[config.mk]
export PLATFORM = sky130hd
export DESIGN_NAME = writeback_stage_flat
export DESIGN_NICKNAME = d
export VERILOG_FILES = /design/src/rtl/writeback_if.sv /design/src/rtl/writeback_stage.sv /design/src/flat_wrapper.sv
export SDC_FILE = /design/constraint.sdc
export NUM_CORES = 1
export LEC_CHECK = 0
export CAP_MARGIN = 20
export CORE_MARGIN = 5
export CORE_UTILIZATION = 40
export DETAILED_ROUTE_END_ITERATION = 16
export GPL_ROUTABILITY_DRIVEN = 0
export PLACE_DENSITY = 0.61
export SYNTH_ARGS = -nofsm -noshare
export SYNTH_HDL_FRONTEND = slang
export SYNTH_SLANG_ARGS = --single-unit
[constraint.sdc]
create_clock -name clk -period 4.1 [get_ports clk]
set_input_delay 0.41 -clock clk [delete_from_list [all_inputs] [get_ports clk]]
set_output_delay 0.41 -clock clk [all_outputs]
set_load 0.005 [all_outputs]
[src/rtl/writeback_if.sv]
// Bundle between the execute/LSU/decode side and the writeback stage.
// Handshake: an LSU result transfers on a clock edge where lsu_valid && lsu_ready; the ALU side has no ready and is always taken.
interface writeback_if #(
  parameter int ADDR_WIDTH = 5,
  parameter int DATA_WIDTH = 64,
  parameter int DEPTH      = 4
);
  localparam int PEND_W = $clog2(DEPTH) + 1;

  logic                  alu_valid;
  logic [ADDR_WIDTH-1:0] alu_rd;
  logic [DATA_WIDTH-1:0] alu_data;

  logic                  lsu_valid;
  logic                  lsu_ready;
  logic [ADDR_WIDTH-1:0] lsu_rd;
  logic [DATA_WIDTH-1:0] lsu_data;
  logic [1:0]            lsu_size;
  logic                  lsu_uns;

  logic [ADDR_WIDTH-1:0] chk_rs1;
  logic [ADDR_WIDTH-1:0] chk_rs2;
  logic [ADDR_WIDTH-1:0] chk_rd;
  logic                  hazard;

  logic                  wb_wen;
  logic [ADDR_WIDTH-1:0] wb_rd;
  logic [DATA_WIDTH-1:0] wb_data;
  logic [PEND_W-1:0]     pending;

  modport master (
    output alu_valid, alu_rd, alu_data,
    output lsu_valid, lsu_rd, lsu_data, lsu_size, lsu_uns,
    output chk_rs1, chk_rs2, chk_rd,
    input  lsu_ready, hazard, wb_wen, wb_rd, wb_data, pending
  );

  modport slave (
    input  alu_valid, alu_rd, alu_data,
    input  lsu_valid, lsu_rd, lsu_data, lsu_size, lsu_uns,
    input  chk_rs1, chk_rs2, chk_rd,
    output lsu_ready, hazard, wb_wen, wb_rd, wb_data, pending
  );
endinterface

[src/rtl/writeback_stage.sv]
// Merges ALU results and extended LSU loads onto the single register-file write port,
// parking loads in a small FIFO while the ALU owns the port, and flags pending-load hazards to decode.
module writeback_stage #(
  parameter int ADDR_WIDTH = 5,
  parameter int DATA_WIDTH = 64,
  parameter int DEPTH      = 4
) (
  input  logic        clk,
  input  logic        rst_n,
  writeback_if.slave  bus
);
  localparam int PTR_W  = $clog2(DEPTH);
  localparam int PEND_W = PTR_W + 1;

  typedef enum logic [1:0] {
    SEL_NONE   = 2'd0,
    SEL_ALU    = 2'd1,
    SEL_FIFO   = 2'd2,
    SEL_BYPASS = 2'd3
  } sel_e;

  // Registered state
  logic [PTR_W-1:0]      rd_ptr_q, rd_ptr_d;
  logic [PTR_W-1:0]      wr_ptr_q, wr_ptr_d;
  logic [PEND_W-1:0]     pending_q, pending_d;
  logic                  in_reset_q, in_reset_d;
  logic                  wb_wen_q, wb_wen_d;
  logic [ADDR_WIDTH-1:0] wb_rd_q, wb_rd_d;
  logic [DATA_WIDTH-1:0] wb_data_q, wb_data_d;
  logic [ADDR_WIDTH-1:0] mem_rd_q   [DEPTH];
  logic [ADDR_WIDTH-1:0] mem_rd_d   [DEPTH];
  logic [DATA_WIDTH-1:0] mem_data_q [DEPTH];
  logic [DATA_WIDTH-1:0] mem_data_d [DEPTH];

  // Combinational
  sel_e                  sel;
  logic                  lsu_ready;
  logic                  lsu_accept;
  logic                  fifo_empty;
  logic                  push;
  logic                  pop;
  logic [DATA_WIDTH-1:0] lsu_ext;
  logic                  hazard;
  logic [PTR_W-1:0]      slot_off;
  logic                  slot_valid;

  function automatic logic [DATA_WIDTH-1:0] extend_load(
    input logic [DATA_WIDTH-1:0] d,
    input logic [1:0]            size,
    input logic                  uns
  );
    logic [DATA_WIDTH-1:0] r;
    case (size)
      2'd0:    r = {{(DATA_WIDTH-8){~uns & d[7]}},   d[7:0]};
      2'd1:    r = {{(DATA_WIDTH-16){~uns & d[15]}}, d[15:0]};
      2'd2:    r = {{(DATA_WIDTH-32){~uns & d[31]}}, d[31:0]};
      default: r = d;
    endcase
    return r;
  endfunction

  // Index 0 is never a real dependency, so it can never raise a hazard.
  function automatic logic chk_hit(input logic [ADDR_WIDTH-1:0] rd);
    return (rd != '0) &&
           ((rd == bus.chk_rs1) || (rd == bus.chk_rs2) || (rd == bus.chk_rd));
  endfunction

  // Ready is a function of flops only so the LSU never sees a path from alu_valid.
  always_comb begin
    lsu_ready  = !in_reset_q && (pending_q < PEND_W'(DEPTH));
    lsu_accept = bus.lsu_valid && lsu_ready;
    fifo_empty = (pending_q == '0);
    lsu_ext    = extend_load(bus.lsu_data, bus.lsu_size, bus.lsu_uns);
  end

  // Arbitration: ALU first, then oldest parked load, then a load straight through.
  always_comb begin
    sel        = SEL_NONE;
    push       = 1'b0;
    pop        = 1'b0;
    in_reset_d = 1'b0;
    wb_wen_d   = 1'b0;
    wb_rd_d    = wb_rd_q;
    wb_data_d  = wb_data_q;
    rd_ptr_d   = rd_ptr_q;
    wr_ptr_d   = wr_ptr_q;
    mem_rd_d   = mem_rd_q;
    mem_data_d = mem_data_q;

    if (bus.alu_valid) begin
      sel = SEL_ALU;
    end else if (!fifo_empty) begin
      sel = SEL_FIFO;
    end else if (lsu_accept) begin
      sel = SEL_BYPASS;
    end

    case (sel)
      SEL_ALU: begin
        wb_wen_d  = (bus.alu_rd != '0);
        wb_rd_d   = bus.alu_rd;
        wb_data_d = bus.alu_data;
        push      = lsu_accept;
      end
      SEL_FIFO: begin
        wb_wen_d  = (mem_rd_q[rd_ptr_q] != '0);
        wb_rd_d   = mem_rd_q[rd_ptr_q];
        wb_data_d = mem_data_q[rd_ptr_q];
        pop       = 1'b1;
        push      = lsu_accept;
      end
      SEL_BYPASS: begin
        wb_wen_d  = (bus.lsu_rd != '0);
        wb_rd_d   = bus.lsu_rd;
        wb_data_d = lsu_ext;
      end
      default: begin
        wb_wen_d = 1'b0;
      end
    endcase

    if (push) begin
      mem_rd_d[wr_ptr_q]   = bus.lsu_rd;
      mem_data_d[wr_ptr_q] = lsu_ext;
      wr_ptr_d             = wr_ptr_q + PTR_W'(1);
    end
    if (pop) begin
      rd_ptr_d = rd_ptr_q + PTR_W'(1);
    end
    pending_d = pending_q + PEND_W'(push) - PEND_W'(pop);
  end

  // A slot is live when its distance from the read pointer is below the occupancy.
  always_comb begin
    hazard     = lsu_accept && chk_hit(bus.lsu_rd);
    slot_off   = '0;
    slot_valid = 1'b0;
    for (int i = 0; i < DEPTH; i++) begin
      slot_off   = PTR_W'(i) - rd_ptr_q;
      slot_valid = ({1'b0, slot_off} < pending_q);
      if (slot_valid && chk_hit(mem_rd_q[i])) begin
        hazard = 1'b1;
      end
    end
  end

  always_ff @(posedge clk) begin
    if (!rst_n) begin
      rd_ptr_q   <= '0;
      wr_ptr_q   <= '0;
      pending_q  <= '0;
      in_reset_q <= 1'b1;
      wb_wen_q   <= 1'b0;
      wb_rd_q    <= '0;
      wb_data_q  <= '0;
    end else begin
      rd_ptr_q   <= rd_ptr_d;
      wr_ptr_q   <= wr_ptr_d;
      pending_q  <= pending_d;
      in_reset_q <= in_reset_d;
      wb_wen_q   <= wb_wen_d;
      wb_rd_q    <= wb_rd_d;
      wb_data_q  <= wb_data_d;
    end
  end

  // Payload storage needs no reset; occupancy alone decides what is live.
  always_ff @(posedge clk) begin
    mem_rd_q   <= mem_rd_d;
    mem_data_q <= mem_data_d;
  end

  assign bus.lsu_ready = lsu_ready;
  assign bus.hazard    = hazard;
  assign bus.wb_wen    = wb_wen_q;
  assign bus.wb_rd     = wb_rd_q;
  assign bus.wb_data   = wb_data_q;
  assign bus.pending   = pending_q;

endmodule

[src/flat_wrapper.sv]
// flat-port wrapper written by rule: the top's interface ports become plain ports
module writeback_stage_flat 
#(
  parameter int ADDR_WIDTH = 5,
  parameter int DATA_WIDTH = 64,
  parameter int DEPTH      = 4
)
  (clk, rst_n, bus_alu_valid, bus_alu_rd, bus_alu_data, bus_lsu_valid, bus_lsu_rd, bus_lsu_data, bus_lsu_size, bus_lsu_uns, bus_chk_rs1, bus_chk_rs2, bus_chk_rd, bus_lsu_ready, bus_hazard, bus_wb_wen, bus_wb_rd, bus_wb_data, bus_pending);
  writeback_if #(.ADDR_WIDTH(ADDR_WIDTH), .DATA_WIDTH(DATA_WIDTH), .DEPTH(DEPTH)) bus_i ();
  input  logic clk;
  input  logic rst_n;
  input wire logic [$bits(bus_i.alu_valid)-1:0] bus_alu_valid;
  input wire logic [$bits(bus_i.alu_rd)-1:0] bus_alu_rd;
  input wire logic [$bits(bus_i.alu_data)-1:0] bus_alu_data;
  input wire logic [$bits(bus_i.lsu_valid)-1:0] bus_lsu_valid;
  input wire logic [$bits(bus_i.lsu_rd)-1:0] bus_lsu_rd;
  input wire logic [$bits(bus_i.lsu_data)-1:0] bus_lsu_data;
  input wire logic [$bits(bus_i.lsu_size)-1:0] bus_lsu_size;
  input wire logic [$bits(bus_i.lsu_uns)-1:0] bus_lsu_uns;
  input wire logic [$bits(bus_i.chk_rs1)-1:0] bus_chk_rs1;
  input wire logic [$bits(bus_i.chk_rs2)-1:0] bus_chk_rs2;
  input wire logic [$bits(bus_i.chk_rd)-1:0] bus_chk_rd;
  output wire logic [$bits(bus_i.lsu_ready)-1:0] bus_lsu_ready;
  output wire logic [$bits(bus_i.hazard)-1:0] bus_hazard;
  output wire logic [$bits(bus_i.wb_wen)-1:0] bus_wb_wen;
  output wire logic [$bits(bus_i.wb_rd)-1:0] bus_wb_rd;
  output wire logic [$bits(bus_i.wb_data)-1:0] bus_wb_data;
  output wire logic [$bits(bus_i.pending)-1:0] bus_pending;
  assign bus_i.alu_valid = bus_alu_valid;
  assign bus_i.alu_rd = bus_alu_rd;
  assign bus_i.alu_data = bus_alu_data;
  assign bus_i.lsu_valid = bus_lsu_valid;
  assign bus_i.lsu_rd = bus_lsu_rd;
  assign bus_i.lsu_data = bus_lsu_data;
  assign bus_i.lsu_size = bus_lsu_size;
  assign bus_i.lsu_uns = bus_lsu_uns;
  assign bus_i.chk_rs1 = bus_chk_rs1;
  assign bus_i.chk_rs2 = bus_chk_rs2;
  assign bus_i.chk_rd = bus_chk_rd;
  assign bus_lsu_ready = bus_i.lsu_ready;
  assign bus_hazard = bus_i.hazard;
  assign bus_wb_wen = bus_i.wb_wen;
  assign bus_wb_rd = bus_i.wb_rd;
  assign bus_wb_data = bus_i.wb_data;
  assign bus_pending = bus_i.pending;
  writeback_stage #(.ADDR_WIDTH(ADDR_WIDTH), .DATA_WIDTH(DATA_WIDTH), .DEPTH(DEPTH)) u_core (.clk(clk), .rst_n(rst_n), .bus(bus_i));
endmodule
==> impl_metrics.py, run 1 <==
metrics = {
    "sta": {
        "fin_crit_ns": 3.424,
        "hold_viol": 0,
        "setup_slack_ns": 0.6763,
        "slew_viol_final": 0,
        "worst_slew_pin_slew_ns": 0.9599,
        "finalClockSkew_ns": 0.01404,
        "holdWs_ns": 0.4441,
        "tns_ns": 0,
        "rsz0062_at_grt": "no",
        "setup_viol": 0,
        "finalCritPeriodShare": 0.8350,
        "fmaxAchievable_mhz": 292.1,
        "slew_headroom": 0.3601,
    },
    "clocking": {
        "cts_hold_buf": 0,
        "cts_buffer_depth": 3,
        "clk_pin_slew_ns": 0.06,
        "htreeDepth": 2,
        "ctsResizeCount": 0,
        "cts_made_buffers": 38,
        "cts_setup_buffers": 0,
        "clock_latency_ns": 0.52,
        "cts_tree": "yes",
        "clock_sinks": 354,
        "root_buffer": "clkbuf_16",
    },
    "placed_design": {
        "dp_slack_ns": 0.8455,
        "portBuffers": 234,
        "dp_hpwl_um": 26630,
        "placedInstanceArea_um2": 18140,
    },
    "grt": {
        "grt_use_met3": 0.03861,
        "top_usage_layer": "met2",
        "grt_start_max_net_pins": 73,
        "antenna_found_initial": 5,
        "track_usage": 0.1943,
        "met1_usage": 0.2683,
        "grt_pass1_wl_um": 62800,
        "grt_pass1_vias": 10430,
        "gr-total-overflow": 0,
        "grt_util_met2": 0.3210,
    },
    "floorplan": {
        "num_rows": 71,
        "die_area_um2": 42100,
        "start_util": 0.4046,
        "coreArea_um2": 37670,
        "pin_count": 235,
        "die_h_um": 205.2,
        "die_w_um": 205.2,
    },
    "setup_path": {
        "rrSetupSlack_ns": 0.98,
        "crit_type": "reg2out",
        "crit_required_ns": 3.69,
        "worst-path-max-fanout": 27,
        "rr_worst_depth": 8,
        "cp.arrival_ns": 3.01,
        "r2r_end": "u_core.bus.wb_data[5]$_SDFFE_PN0P_",
        "worstSetupStartpointType": "flip-flop",
        "endpoint_kind": "output pin",
        "r2r-start": "u_core.bus.pending[2]$_SDFF_PN0_",
    },
    "synth": {
        "syn_nets": 1228,
        "syn_avg_cell_area_um2": 14.49,
        "synth_seq_cells": 354,
        "ys.warnings.count": 0,
        "synth_cell_types": 38,
        "synthArstFlopShare": 0,
        "synth_flop_cell": "edfxtp_1",
        "synth_edf_count": 276,
        "syn_inst": 1052,
        "ys_seq_area_frac": 0.6464,
        "synth_area_um2": 15240,
    },
    "cells_and_area": {
        "final_common_cell": "edfxtp_1",
        "drive_gt1_frac": 0.1228,
        "final_nets": 1434,
        "final_area_um2": 19370,
        "mostFrequentLayoutCells": "edfxtp_1, clkdlybuf4s50_1, a21oi_1",
        "syn_to_final_growth_pct": 27.12,
    },
    "route": {
        "wl_per_cell_um": 23.21,
        "drc": 0,
        "via_per_inst": 5.525,
        "routed_wirelength_um": 41750,
        "ant_nets": 0,
        "firstDrtPassIters": 5,
        "drt_iter0_drc": 695,
        "via_count": 9940,
    },
    "run_status": {
        "status": "completed",
    },
    "power": {
        "p_per_area_nw_per_um2": 522.5,
        "p_leak_nw": 6.354,
        "totalPowerFinal_mw": 10.12,
        "ir_worst_vdd_mv": 0.2576,
    },
    "worst_hold_path": {
        "min_from": "rst_n",
        "hold_class": "in2reg",
        "hold_depth": 3,
        "holdPathEnd": "u_core.bus.wb_data[46]$_SDFFE_PN0P_",
    },
    "flow_run": {
        "timing.max_cap.violations": 0,
    },
}
-- worst max-delay path by stage --
stage	from	to	slack [ns]	cells past startpoint
after floorplan	u_core.bus.pending[2]$_SDFF_PN0_	u_core.mem_data_q[0]$_DFFE_PP_	0.42	8
after global routing	u_core.rd_ptr_q[1]$_SDFFE_PN0P_	bus_hazard	0.50	9
after detailed placement	bus_lsu_rd[2]	bus_hazard	0.85	7
final	u_core.rd_ptr_q[1]$_SDFFE_PN0P_	bus_hazard	0.68	9
after CTS	u_core.rd_ptr_q[1]$_SDFFE_PN0P_	bus_hazard	0.65	9
after global placement	bus_lsu_rd[2]	bus_hazard	0.83	7
-- area by class of cell --
type,count,area (um2)
Sequential cell,354,9857
Antenna cell,1,2.502
Tap cell,511,639.4
Timing Repair Buffer,259,2600
Clock buffer,52,1099
Clock inverter,17,126.4
Inverter,12,45.04
Fill cell,3226,18300
Multi-Input combinational cell,593,5002
-- critical path: stages (launching register included) --
cell and delay [ns]:
dfxtp_4 0.63, xnor2_1 0.19, inv_1 0.07, ha_1 0.28, a21oi_1 0.10, o22ai_1 0.15, a31oi_1 0.07, nor2_1 0.09
or4b_1 0.45, clkdlybuf4s50_1 0.47
-- kinds of logic after synthesis --
| group | count (synthesis) | synth area share |
|---|---|---|
| compound gates | 333 | 0.1315 |
| xor+xnor | 81 | 0.04656 |
| fa+ha+maj | 16 | 0.01363 |
| buf+inv | 105 | 0.02898 |
| flops | 354 | 0.6464 |
| mux | 71 | 0.1035 |
| simple gates | 92 | 0.02940 |
-- registers in the layout (all words and copies together), names as in the netlist --
| register | cells |
|---|---|
| u_core.rd_ptr_q | 2 |
| u_core.mem_data_q | 256 |
| u_core.wr_ptr_q | 2 |
| u_core.bus.wb_rd | 5 |
| u_core.bus.wb_data | 64 |
| u_core.mem_rd_q | 20 |
| u_core.in_reset_q | 1 |
| u_core.bus.wb_wen | 1 |
| u_core.bus.pending | 3 |
-- power by group --
part / internal, mW / switching, mW
clock network: 2.00 / 1.34
registers: 4.23 / 0.183
logic: 1.15 / 1.23
total: 7.37 / 2.75
-- Yosys cell counts, drive strengths merged, types with 2 or more instances --
cell	number	area [um2]
edfxtp	276	8288
a21oi	124	620.6
o21ai	81	405.4
dfxtp	78	1562
mux4	69	1558
clkbuf	63	236.5
a22oi	48	360.4
xor2	43	376.6
xnor2	38	332.8
nand2	34	127.6
o21a	32	240.2
buf	30	160.2
a221oi	21	183.9
nor3	17	90.09
a21o	16	120.1
ha	15	187.7
nand3	12	60.06
inv	11	41.29
nor2	11	41.29
or4	7	52.55
a31oi	5	31.28
and2	5	31.28
o22ai	4	25.02
a311oi	2	17.52
mux2i	2	20.02
nand2b	2	12.51
or4b	2	20.02
-- layer usage --
metal,vias to the layer above,wire length [um]
met1,5066,17980
met2,307,20340
met3,58,2558
met5,-,47
li1,4501,-
met4,8,818
-- per-stage QoR --
step           cells    util
6_report        1799  0.5143
5_1_grt         1798  0.5142
4_1_cts         1798  0.5142
3_5_place_dp    1729  0.4817
3_3_place_gp    1729  0.4817
2_1_floorplan   1052       -
No activity file was read; power rests on OpenSTA's default activity.
==> inputs of run 2 (changes only) <==
Clock period 4.1 ns to 3.15 ns, I/O delays scaled along.
==> impl_metrics.py, run 2 (synthesized netlist as in run 1, its figures left out) <==
metrics = {
    "grt": {
        "grt_pass1_wl_um": 62410,
        "gr-total-overflow": 0,
        "grt_start_max_net_pins": 73,
        "track_usage": 0.1931,
        "grt_pass1_vias": 10300,
        "antenna_found_initial": 8,
    },
    "sta": {
        "rsz0062_at_grt": "no",
        "worst_slew_pin_slew_ns": 0.9343,
        "slew_viol_final": 0,
        "holdWs_ns": 0.3861,
        "finalClockSkew_ns": 0.02017,
        "setup_viol": 0,
        "tns_ns": 0,
        "slew_headroom": 0.3771,
        "hold_viol": 0,
        "fmaxAchievable_mhz": 328.4,
        "setup_slack_ns": 0.1047,
        "finalCritPeriodShare": 0.9668,
        "fin_crit_ns": 3.045,
    },
    "clocking": {
        "cts_hold_buf": 0,
        "cts_buffer_depth": 3,
        "htreeDepth": 2,
        "cts_tree": "yes",
        "clock_latency_ns": 0.52,
        "root_buffer": "clkbuf_16",
        "clock_sinks": 354,
        "cts_made_buffers": 39,
        "clk_pin_slew_ns": 0.06,
    },
    "floorplan": {
        "start_util": 0.4046,
        "die_h_um": 205.2,
        "pin_count": 235,
        "die_area_um2": 42100,
        "die_w_um": 205.2,
        "num_rows": 71,
        "coreArea_um2": 37670,
    },
    "route": {
        "routed_wirelength_um": 41320,
        "via_count": 10060,
        "drc": 0,
        "ant_nets": 0,
        "firstDrtPassIters": 5,
        "via_per_inst": 5.498,
        "wl_per_cell_um": 22.59,
        "drt_iter0_drc": 736,
    },
    "worst_hold_path": {
        "holdPathEnd": "u_core.bus.wb_data[45]$_SDFFE_PN0P_",
        "min_from": "rst_n",
        "hold_depth": 3,
        "hold_class": "in2reg",
    },
    "setup_path": {
        "crit_type": "reg2out",
        "cp_num_buf_inv": 1,
        "rr_worst_depth": 8,
        "cp.arrival_ns": 2.73,
        "worstSetupStartpointType": "flip-flop",
        "rrSetupSlack_ns": 0.32,
        "cp_slowest_cell": "or4b_1",
        "crit_chain": "or4_1, o22ai_1, a21oi_1, or4b_1, clkdlybuf4s50_1",
        "endpoint_kind": "output pin",
        "slowest_delay_ns": 0.53,
        "crit_required_ns": 2.83,
        "cp_top_family": "simple AND/OR/NAND/NOR gates",
        "worst-path-max-fanout": 5,
        "r2r_end": "u_core.bus.wb_data[41]$_SDFFE_PN0P_",
        "r2r-start": "u_core.bus.pending[2]$_SDFF_PN0_",
    },
    "cells_and_area": {
        "regArea_um2": 9861,
        "drive_gt1_frac": 0.1474,
        "multi_input_area_um2": 5010,
        "syn_to_final_growth_pct": 28.93,
        "final_cell_count_no_fill": 1829,
        "mostFrequentLayoutCells": "edfxtp_1, clkdlybuf4s50_1, a21oi_1",
        "regMostFlops": "u_core.mem_data_q",
        "largest_register_ffs": 256,
        "final_nets": 1463,
        "nFillCells": 3208,
        "final_common_cell": "edfxtp_1",
        "fin_util": 0.5216,
    },
    "power": {
        "ir_worst_vdd_mv": 0.3614,
        "p_per_area_nw_per_um2": 670.9,
        "p_leak_nw": 6.494,
    },
    "placed_design": {
        "portBuffers": 234,
        "dp.cells": 1735,
        "dp_hpwl_um": 25780,
        "dp_slack_ns": 0.2245,
    },
    "run_status": {
        "status": "completed",
    },
    "flow_run": {
        "timing.max_cap.violations": 0,
    },
}
-- run 2: cell types whose count changed in the layout (fill, tap and decap cells not counted), moves of 2 or more --
| cell | before | now |
|---|---|---|
| clkinv_1 | 10 | 4 |
| clkinv_2 | 5 | 10 |
| clkbuf_16 | 42 | 39 |
| buf_12 | 6 | 11 |
| buf_4 | 19 | 41 |
| clkinvlp_4 | 1 | 3 |
-- run 2: what timing repair did --
action,4_1_cts,5_1_grt
buffers inserted,7,15
gates resized for setup,1,3
setup endpoints to repair,1,1
-- run 2: where the power goes --
part	internal, mW	total [mW]	leakage [nW]	switching (mW)
Clock	2.56	4.32	0.591	1.77
Sequential	5.51	5.72	3.16	0.212
Combinational	1.53	3.14	2.74	1.61
Total	9.59	13.2	6.49	3.59
-- run 2: final cells by class --
| type | count | share of cell area |
|---|---|---|
| Tap cell | 511 | 0.03254 |
| Sequential cell | 354 | 0.5019 |
| Clock buffer | 50 | 0.05229 |
| Clock inverter | 20 | 0.009298 |
| Timing Repair Buffer | 287 | 0.1464 |
| Inverter | 12 | 0.002293 |
| Antenna cell | 2 | 0.0002547 |
| Multi-Input combinational cell | 593 | 0.2550 |
-- run 2: worst reg2reg max path, stage by stage (launching register included) --
cell and delay, ns:
dfxtp_1 0.53, nor2_1 0.14, a31oi_1 0.39, inv_1 0.16
ha_4 0.21, nor2_4 0.39, buf_4 0.57, a22oi_1 0.20
a21oi_1 0.18
-- run 2: stage by stage --
stage	instance area (um2)	power, mW
after floorplan	15240	7.479
after global placement	18250	8.928
after detailed placement	18250	8.959
after CTS	19520	13.31
after global routing	19650	13.81
final	19650	13.18
-- run 2: layer usage --
metal,vias to the layer above,part of all wire,track usage
met5,-,0.0017,0
met4,12,0.021,0.04976
met3,78,0.067,0.04082
met2,360,0.48,0.3135
met1,5045,0.43,0.2675
li1,4561,-,-
-- run 2: worst max-delay path by stage --
| stage | startpoint | end | slack (ns) | cells past startpoint |
|---|---|---|---|---|
| after floorplan | u_core.bus.pending[2]$_SDFF_PN0_ | u_core.mem_data_q[0]$_DFFE_PP_ | 0.22 | 8 |
| after global placement | bus_chk_rd[4] | bus_hazard | 0.28 | 8 |
| after detailed placement | bus_lsu_valid | u_core.bus.pending[2]$_SDFF_PN0_ | 0.22 | 11 |
| after CTS | u_core.mem_rd_q[15]$_DFFE_PP_ | bus_hazard | 0.02 | 6 |
| after global routing | u_core.mem_rd_q[7]$_DFFE_PP_ | bus_hazard | 0.00004 | 5 |
| final | u_core.mem_rd_q[4]$_DFFE_PP_ | bus_hazard | 0.10 | 5 |
